## config.mk

```make
export PLATFORM = sky130hd
export DESIGN_NAME = cvt_write_packer
export DESIGN_NICKNAME = d
export VERILOG_FILES = /design/src/rtl/cvt_write_packer.sv
export SDC_FILE = /design/constraint.sdc
export NUM_CORES = 1
export LEC_CHECK = 0
export ABC_AREA = 1
export BUFFER_PORTS_ARGS = -buffer_cell sky130_fd_sc_hd__buf_4
export CAP_MARGIN = 20
export CELL_PAD_IN_SITES_DETAIL_PLACEMENT = 2
export CELL_PAD_IN_SITES_GLOBAL_PLACEMENT = 2
export CORE_MARGIN = 2
export CORE_UTILIZATION = 35
export CTS_BUF_LIST = sky130_fd_sc_hd__clkbuf_16
export DETAILED_ROUTE_END_ITERATION = 10
export MAX_ROUTING_LAYER = met4
export PLACE_DENSITY = 0.91
export SETUP_SLACK_MARGIN = 0.1
export SLEW_MARGIN = 10
export SYNTH_ARGS = -nofsm -noshare
export SYNTH_HDL_FRONTEND = slang
export SYNTH_SLANG_ARGS = --single-unit
export TNS_END_PERCENT = 5
```

## constraint.sdc

```tcl
create_clock -name clk -period 5.76 [get_ports clk]
set_input_delay 1.152 -clock clk [delete_from_list [all_inputs] [get_ports clk]]
set_output_delay 1.152 -clock clk [all_outputs]
set_load 0.005 [all_outputs]
```

## src/rtl/cvt_write_packer.sv

```systemverilog
// Coalesces per-thread next-basic-block reports into 64-bit bitmap writes,
// keyed by (basic block, 64-thread chunk), for the CVT write port.
module cvt_write_packer #(
    parameter int THD_W   = 10,
    parameter int BB_W    = 5,
    parameter int TIMEOUT = 16
) (
    input  logic             clk,
    input  logic             rst,
    input  logic             in_valid,
    input  logic [THD_W-1:0] in_thd,
    input  logic [BB_W-1:0]  in_bb,
    input  logic             flush,
    output logic             W_req,
    output logic [BB_W-1:0]  WriteReg,
    output logic [THD_W-1:0] offset,
    output logic [63:0]      d_in,
    output logic             pending,
    output logic             dup_err
);
    localparam int CH_W  = THD_W - 6;
    localparam int AGE_W = $clog2(TIMEOUT);

    typedef enum logic {EMPTY, FILL} state_t;

    typedef struct packed {
        logic [BB_W-1:0] bb;
        logic [CH_W-1:0] chunk;
    } key_t;

    state_t             state, state_nxt;
    key_t               acc_key, in_key;
    logic [63:0]        acc_map, map_nxt, emit_word, onehot, merged;
    logic [AGE_W-1:0]   age, age_nxt;
    logic               load, emit, dup_hit, age_last, same_key;

    assign in_key   = '{bb: in_bb, chunk: in_thd[THD_W-1:6]};
    assign onehot   = 64'd1 << in_thd[5:0];
    assign merged   = acc_map | onehot;
    assign same_key = (in_key == acc_key);
    assign age_last = (age == AGE_W'(TIMEOUT - 1));
    assign pending  = (state == FILL);

    always_comb begin
        state_nxt = state;
        load      = 1'b0;
        emit      = 1'b0;
        emit_word = acc_map;
        map_nxt   = acc_map;
        age_nxt   = age;
        dup_hit   = 1'b0;
        case (state)
            EMPTY: begin
                if (in_valid) begin
                    load      = 1'b1;
                    state_nxt = FILL;
                end
            end
            FILL: begin
                if (in_valid && !same_key) begin
                    // Old word leaves on the same edge the new report is captured.
                    emit = 1'b1;
                    load = 1'b1;
                end else if (in_valid) begin
                    dup_hit = |(acc_map & onehot);
                    if (&merged || flush || age_last) begin
                        emit      = 1'b1;
                        emit_word = merged;
                        state_nxt = EMPTY;
                    end else begin
                        map_nxt = merged;
                        age_nxt = age + AGE_W'(1);
                    end
                end else if (flush || age_last) begin
                    emit      = 1'b1;
                    state_nxt = EMPTY;
                end else begin
                    age_nxt = age + AGE_W'(1);
                end
            end
            default: state_nxt = EMPTY;
        endcase
        if (load) begin
            map_nxt = onehot;
            age_nxt = '0;
        end
    end

    always_ff @(posedge clk or negedge rst) begin
        if (!rst) begin
            state   <= EMPTY;
            acc_key <= '0;
            acc_map <= '0;
            age     <= '0;
        end else begin
            state   <= state_nxt;
            acc_map <= map_nxt;
            age     <= age_nxt;
            if (load) acc_key <= in_key;
        end
    end

    // Address/data hold their last write; only the strobe returns to 0.
    always_ff @(posedge clk or negedge rst) begin
        if (!rst) begin
            W_req    <= 1'b0;
            WriteReg <= '0;
            offset   <= '0;
            d_in     <= '0;
            dup_err  <= 1'b0;
        end else begin
            W_req <= emit;
            if (emit) begin
                WriteReg <= acc_key.bb;
                offset   <= {acc_key.chunk, 6'b0};
                d_in     <= emit_word;
            end
            if (dup_hit) dup_err <= 1'b1;
        end
    end
endmodule

```

Word level (Yosys, flattened, before mapping)
Cells that the tools add are included.
Storage, ports and cells
  register bits after elaboration: 153
Cells by class
  multiplexer cells: 31
  reduce and logical (&&, ||, !) cells: 11
  equality and inequality tests: 6
  bitwise gates (word level): 3
  $add $sub $neg: 1
  shifts and indexed selects: 1
Operator list (number)
  64-bit two-way mux: 9
  64-bit AND: 1
  64-bit bitwise OR: 1
  64-bit AND reduction: 1
  64-bit OR reduction: 1
  1-bit by 6-bit left shift with 64-bit output, first input constant: 1
  4-bit two-way mux: 6
  1-bit two-way mux: 14
  9-bit == test: 1
  4-bit AND reduction: 2
  3-bit inequality test, second input constant: 2
  4-bit by 1-bit adder with 4-bit output, second input constant: 1
  4-bit == test, second input constant: 1
  2-bit inequality test, second input constant: 2
  1-bit case mux with 2 select lines: 2
  2-bit nonzero test: 2
  1-bit logical OR: 3
  1-bit logical AND: 1
  1-bit zero test: 1
  1-bit NOT: 1

Longest topological paths before layout
  depth in word-level cells: 10
  mapped depth: 18

Worst setup path before layout
No wires, ideal clock.
  path kind: input to register
  from: input port in_thd[4]
  to: register d_in[10]
  stages on the path: 17
  buffers on the path: 4
  path slack: 2662 ps
  arrival time: 2981 ps
  data required time: 5643 ps
  cell sequence: buf_2 -> clkbuf_1 -> nand4_1 -> nand2_1 -> nand2_1 -> nor2_1 -> nand2_1 -> nor2_1 -> nand2_1 -> o21ai_2 -> nand2_1 -> nand2_1 -> nand2_1 -> buf_4 -> buf_6 -> nand2_1 -> nand2_1
On the way
  cells in the longest elaborated chain, start to end: 9
RTL lines
  from (decl): line 11  | input logic [THD_W-1:0] in_thd,
  1-bit by 6-bit left shift with 64-bit output (*): line 38  | assign onehot = 64'd1 << in_thd[5:0];
  64-bit bitwise OR (*): line 39  | assign merged = acc_map | onehot;
  64-bit AND reduction: line 66  | if (&merged || flush || age_last) begin
  1-bit logical OR (2 in a row): line 66
  64-bit two-way mux / 1-bit two-way mux (equally long branches): line 66
  64-bit two-way mux / 1-bit two-way mux (equally long branches): line 64  | end else if (in_valid) begin
  64-bit two-way mux / 1-bit two-way mux (equally long branches): line 60  | if (in_valid && !same_key) begin
  64-bit two-way mux / 1-bit two-way mux (equally long branches): line 52  | case (state)
  to (signal assigned): line 116  | d_in <= emit_word;
  to (decl): line 17  | output logic [63:0] d_in,
Mark *: on every way between the ends. The rest lies on a longest branch, timed or not.
A chain may end at the register's enable or synchronous reset.

Final worst setup path
  from: input port in_thd[5]
  to: register acc_map[2]
On the way
  cells in the longest elaborated chain, start to end: 7
RTL lines
  1-bit by 6-bit left shift with 64-bit output (*): line 38
  64-bit bitwise OR: line 39
  64-bit AND reduction / 64-bit two-way mux (equally long branches): line 66
  1-bit logical OR / 64-bit two-way mux (equally long branches): line 66, 64
  1-bit logical OR / 64-bit two-way mux (equally long branches): line 66, 60
  2-bit inequality test (no source line) / 64-bit two-way mux (equally long branches)
  4-bit AND reduction (no source line) / 64-bit two-way mux (equally long branches)
  to (signal assigned): line 97  | acc_map <= map_nxt;
  to (decl): line 33  | logic [63:0] acc_map, map_nxt, emit_word, onehot, merged;
Mark *: on every way between the ends. The rest lies on a longest branch, timed or not. The select of a mux whose other input is x is not followed.

==> impl_metrics.py <==
metrics = {
    "floorplanning": {
        "die_y_um": 157,
        "die_area_mm2": 0.0246,
        "die_width_um": 157,
        "core_mm2": 0.0228,
        "start_util_pct": 35.9,
        "io_pins": 101,
        "rows": 55,
    },
    "global_route": {
        "grt_overflow": 0,
        "grt_max_degree": 75,
        "grt_pass1_wl_mm": 52.0,
        "antenna_found_initial": 0,
        "grt_usage_pct": 28.3,
        "grt_pass1_vias": 8950,
    },
    "clock_tree": {
        "cts_max_level": 4,
        "clkTransAtPathRegs_ns": 0.07,
        "clk_latency_ns": 0.45,
        "cts_tree": "done",
        "postCtsSetupBuffers": 0,
        "cts_resized": 0,
        "cts_buffers": 17,
        "clk_root_buffer_cell": "clkbuf_16",
        "clkSinkCount": 153,
        "clk_path_buf_depth": 2,
        "cts_hold_buffers": 0,
    },
    "sta": {
        "finClkSkew_ns": 0.0131,
        "setup_tns_ns": 0,
        "hold_viol_final": 0,
        "period_needed_ns": 4.54,
        "finalSetupViolCount": 0,
        "relSlewSlack_pct": 38.4,
        "maxSlewViolCount": 0,
        "finalWorstSetupSlack_ns": 1.22,
        "period_share_pct": 78.9,
        "rsz0062_at_grt": "no",
        "tightest_slew_ns": 0.924,
        "fmax_ghz": 0.220,
    },
    "worst_setup_path": {
        "cp.buffers_inverters": 4,
        "cp_slowest_stage_delay_ns": 0.61,
        "path_delay_family": "buffers and inverters",
        "start_kind": "input pin",
        "crit_type": "in -> reg",
        "crit_slowest_cell": "buf_4",
        "r2r_end": "acc_map[2]$_DFFE_PN0P_",
        "cp-end-kind": "flip-flop",
        "worstReg2RegStart": "pending$_DFF_PN0_",
        "crit_top_cell": "nand2_1",
        "crit_chain": "buf_4 -> clkinv_1 -> nand3_1 -> nand2_1 -> nand2_1 -> nor2_1 -> nand2_1 -> nor2_1 -> nand2_1 -> o21ai_4 -> buf_4 -> nand2_1 -> nand2_2 -> buf_12 -> o22ai_1",
        "r2r_setup_slack_ns": 2.58,
        "crit_required_ns": 6.02,
        "cp_max_fo": 66,
        "reg2reg_depth": 9,
        "critPathArrivalTime_ns": 4.80,
        "crit_start": "in_thd[5]",
    },
    "detailed_routing": {
        "vias": 8250,
        "drc": 0,
        "via_per_inst": 5.48,
        "totalWireLength_mm": 32.6,
        "wl_met2_mm": 16.2,
        "dr.first_iter.drc_count": 643,
        "wl_met3_mm": 1.32,
        "wl_met1_mm": 13.9,
        "ant_nets": 0,
        "wl_per_cell_um": 21.6,
        "drtPass1Iterations": 5,
        "routed.top_layer": "met4",
    },
    "min_path": {
        "min-delay-start": "d_in[22]$_DFFE_PN0P_",
        "worstHoldEndpoint": "d_in[22]$_DFFE_PN0P_",
        "hold_depth": 2,
        "hp-class": "reg -> reg",
    },
    "finish": {
        "nets": 1200,
        "drive_gt1_share_pct": 12.5,
        "final_cell_mix": "nand2_1 (445), dfrtp_1 (152), nand3_1 (119)",
        "mostFrequentLayoutCell": "nand2_1",
        "antenna_cells": 0,
        "area_growth_pct": 17.2,
        "utilization_pct": 42.1,
    },
    "pwr": {
        "vdd_ir_drop_max_mv": 0.188,
        "power_density_mw_per_mm2": 265,
        "p_leak_nw": 5.12,
    },
    "synth": {
        "synth_top_family_by_area": "simple AND/OR/NAND/NOR gates",
        "yosys.area_share.adder_pct": 0.153,
        "yosys.area_share.simple_pct": 35.8,
        "synth.area.mux_share_pct": 0,
        "yosysUniqueCellTypes": 25,
        "synth-xor-area-share_pct": 1.18,
        "ys_warn_count": 0,
        "seq_area_frac_synth_pct": 46.8,
        "synthCells": 1128,
        "syn_area_per_cell_um2": 7.25,
        "synth.cell_area_mm2": 0.00818,
        "synth-compound-area-share_pct": 7.39,
        "ys_seq_elements": 153,
    },
    "job": {
        "cap_violations": 0,
    },
    "placed_design": {
        "place_hpwl_mm": 20.3,
        "port-buffer-count": 94,
        "gp_congestion": 0.905,
        "dp_slack_ns": 0.970,
    },
    "outcome": {
        "outcome": "finished, final reports clean",
    },
}
-- registers in the layout (all words and copies together), names as in the netlist --
register  count
acc_map      64
d_in         64
age           4
dup_err       1
acc_key       9
WriteReg      5
pending       1
offset        4
W_req         1
-- how the worst max path moves through the flow --
stage,slack [ns],end,cells after the start
2_1_floorplan,2.66,d_in[10]$_DFFE_PN0P_,17
3_3_place_gp,1.10,d_in[21]$_DFFE_PN0P_,16
3_5_place_dp,0.97,acc_map[2]$_DFFE_PN0P_,15
4_1_cts,1.35,acc_map[2]$_DFFE_PN0P_,15
5_1_grt,1.02,acc_map[2]$_DFFE_PN0P_,15
6_report,1.22,acc_map[2]$_DFFE_PN0P_,15
-- cells in the mapped netlist, drive strengths merged --
cell     instances  area share (%)
a31o             1            0.11
buf             43             3.5
clkbuf          32             1.5
clkinv           1           0.046
conb             1           0.046
dfrtp          153              47
ha               1            0.15
inv             77             3.5
nand2          449              21
nand3          119             7.3
nand4           24             1.8
nor2           112             5.4
nor3             3            0.18
nor4             7            0.54
o2111ai          2            0.21
o21ai            1            0.11
o22ai           91             7.0
xnor2            2            0.21
xor2             9            0.96
-- logic make-up after synthesis --
group           after synthesis
simple gates                714
buf+inv                     153
flops                       153
compound gates               95
xor+xnor                     11
fa+ha+maj                     1
other cells                   1
-- worst register-to-register path, delay by kind of cell, from the launching register on --
family / cells / cell delay [ns]
flip-flops: 1 / 0.71
AO/OA/AOI/OAI: 1 / 0.26
buffers and inverters: 4 / 1.38
AND/OR/NAND/NOR: 4 / 0.65
-- through the flow --
step	instances	power [mW]	cell area (um2)	hold WS (ns)
6_report	1505	2.54	9580	0.471
5_1_grt	1505	2.63	9580	0.508
4_1_cts	1505	2.56	9580	0.479
3_5_place_dp	1474	1.41	9010	0.463
3_3_place_gp	1474	1.39	9010	0.458
2_1_floorplan	1133	1.30	8200	0.457
-- area by class of cell --
cell class	count	area (um2)
Clock buffer	17	425
Multi-Input combinational cell	827	3690
Clock inverter	14	149
Tap cell	313	392
Timing Repair Buffer	103	802
Fill cell	2634	13200
Sequential cell	153	3830
Inverter	78	293
-- per-layer routing --
| metal | vias to the layer above | GRT usage (%) |
|---|---|---|
| met5 | - | - |
| met4 | 0 | 12.3 |
| met3 | 65 | 3.90 |
| met2 | 250 | 45.9 |
| met1 | 4187 | 35.4 |
| li1 | 3748 | - |
-- power by group --
group	total [mW]	switching [mW]	internal, mW
logic	0.256	0.183	0.0736
registers	1.14	0.0295	1.11
clock network	1.15	0.511	0.638
total	2.54	0.723	1.82
No activity file was read; power rests on OpenSTA's default activity.
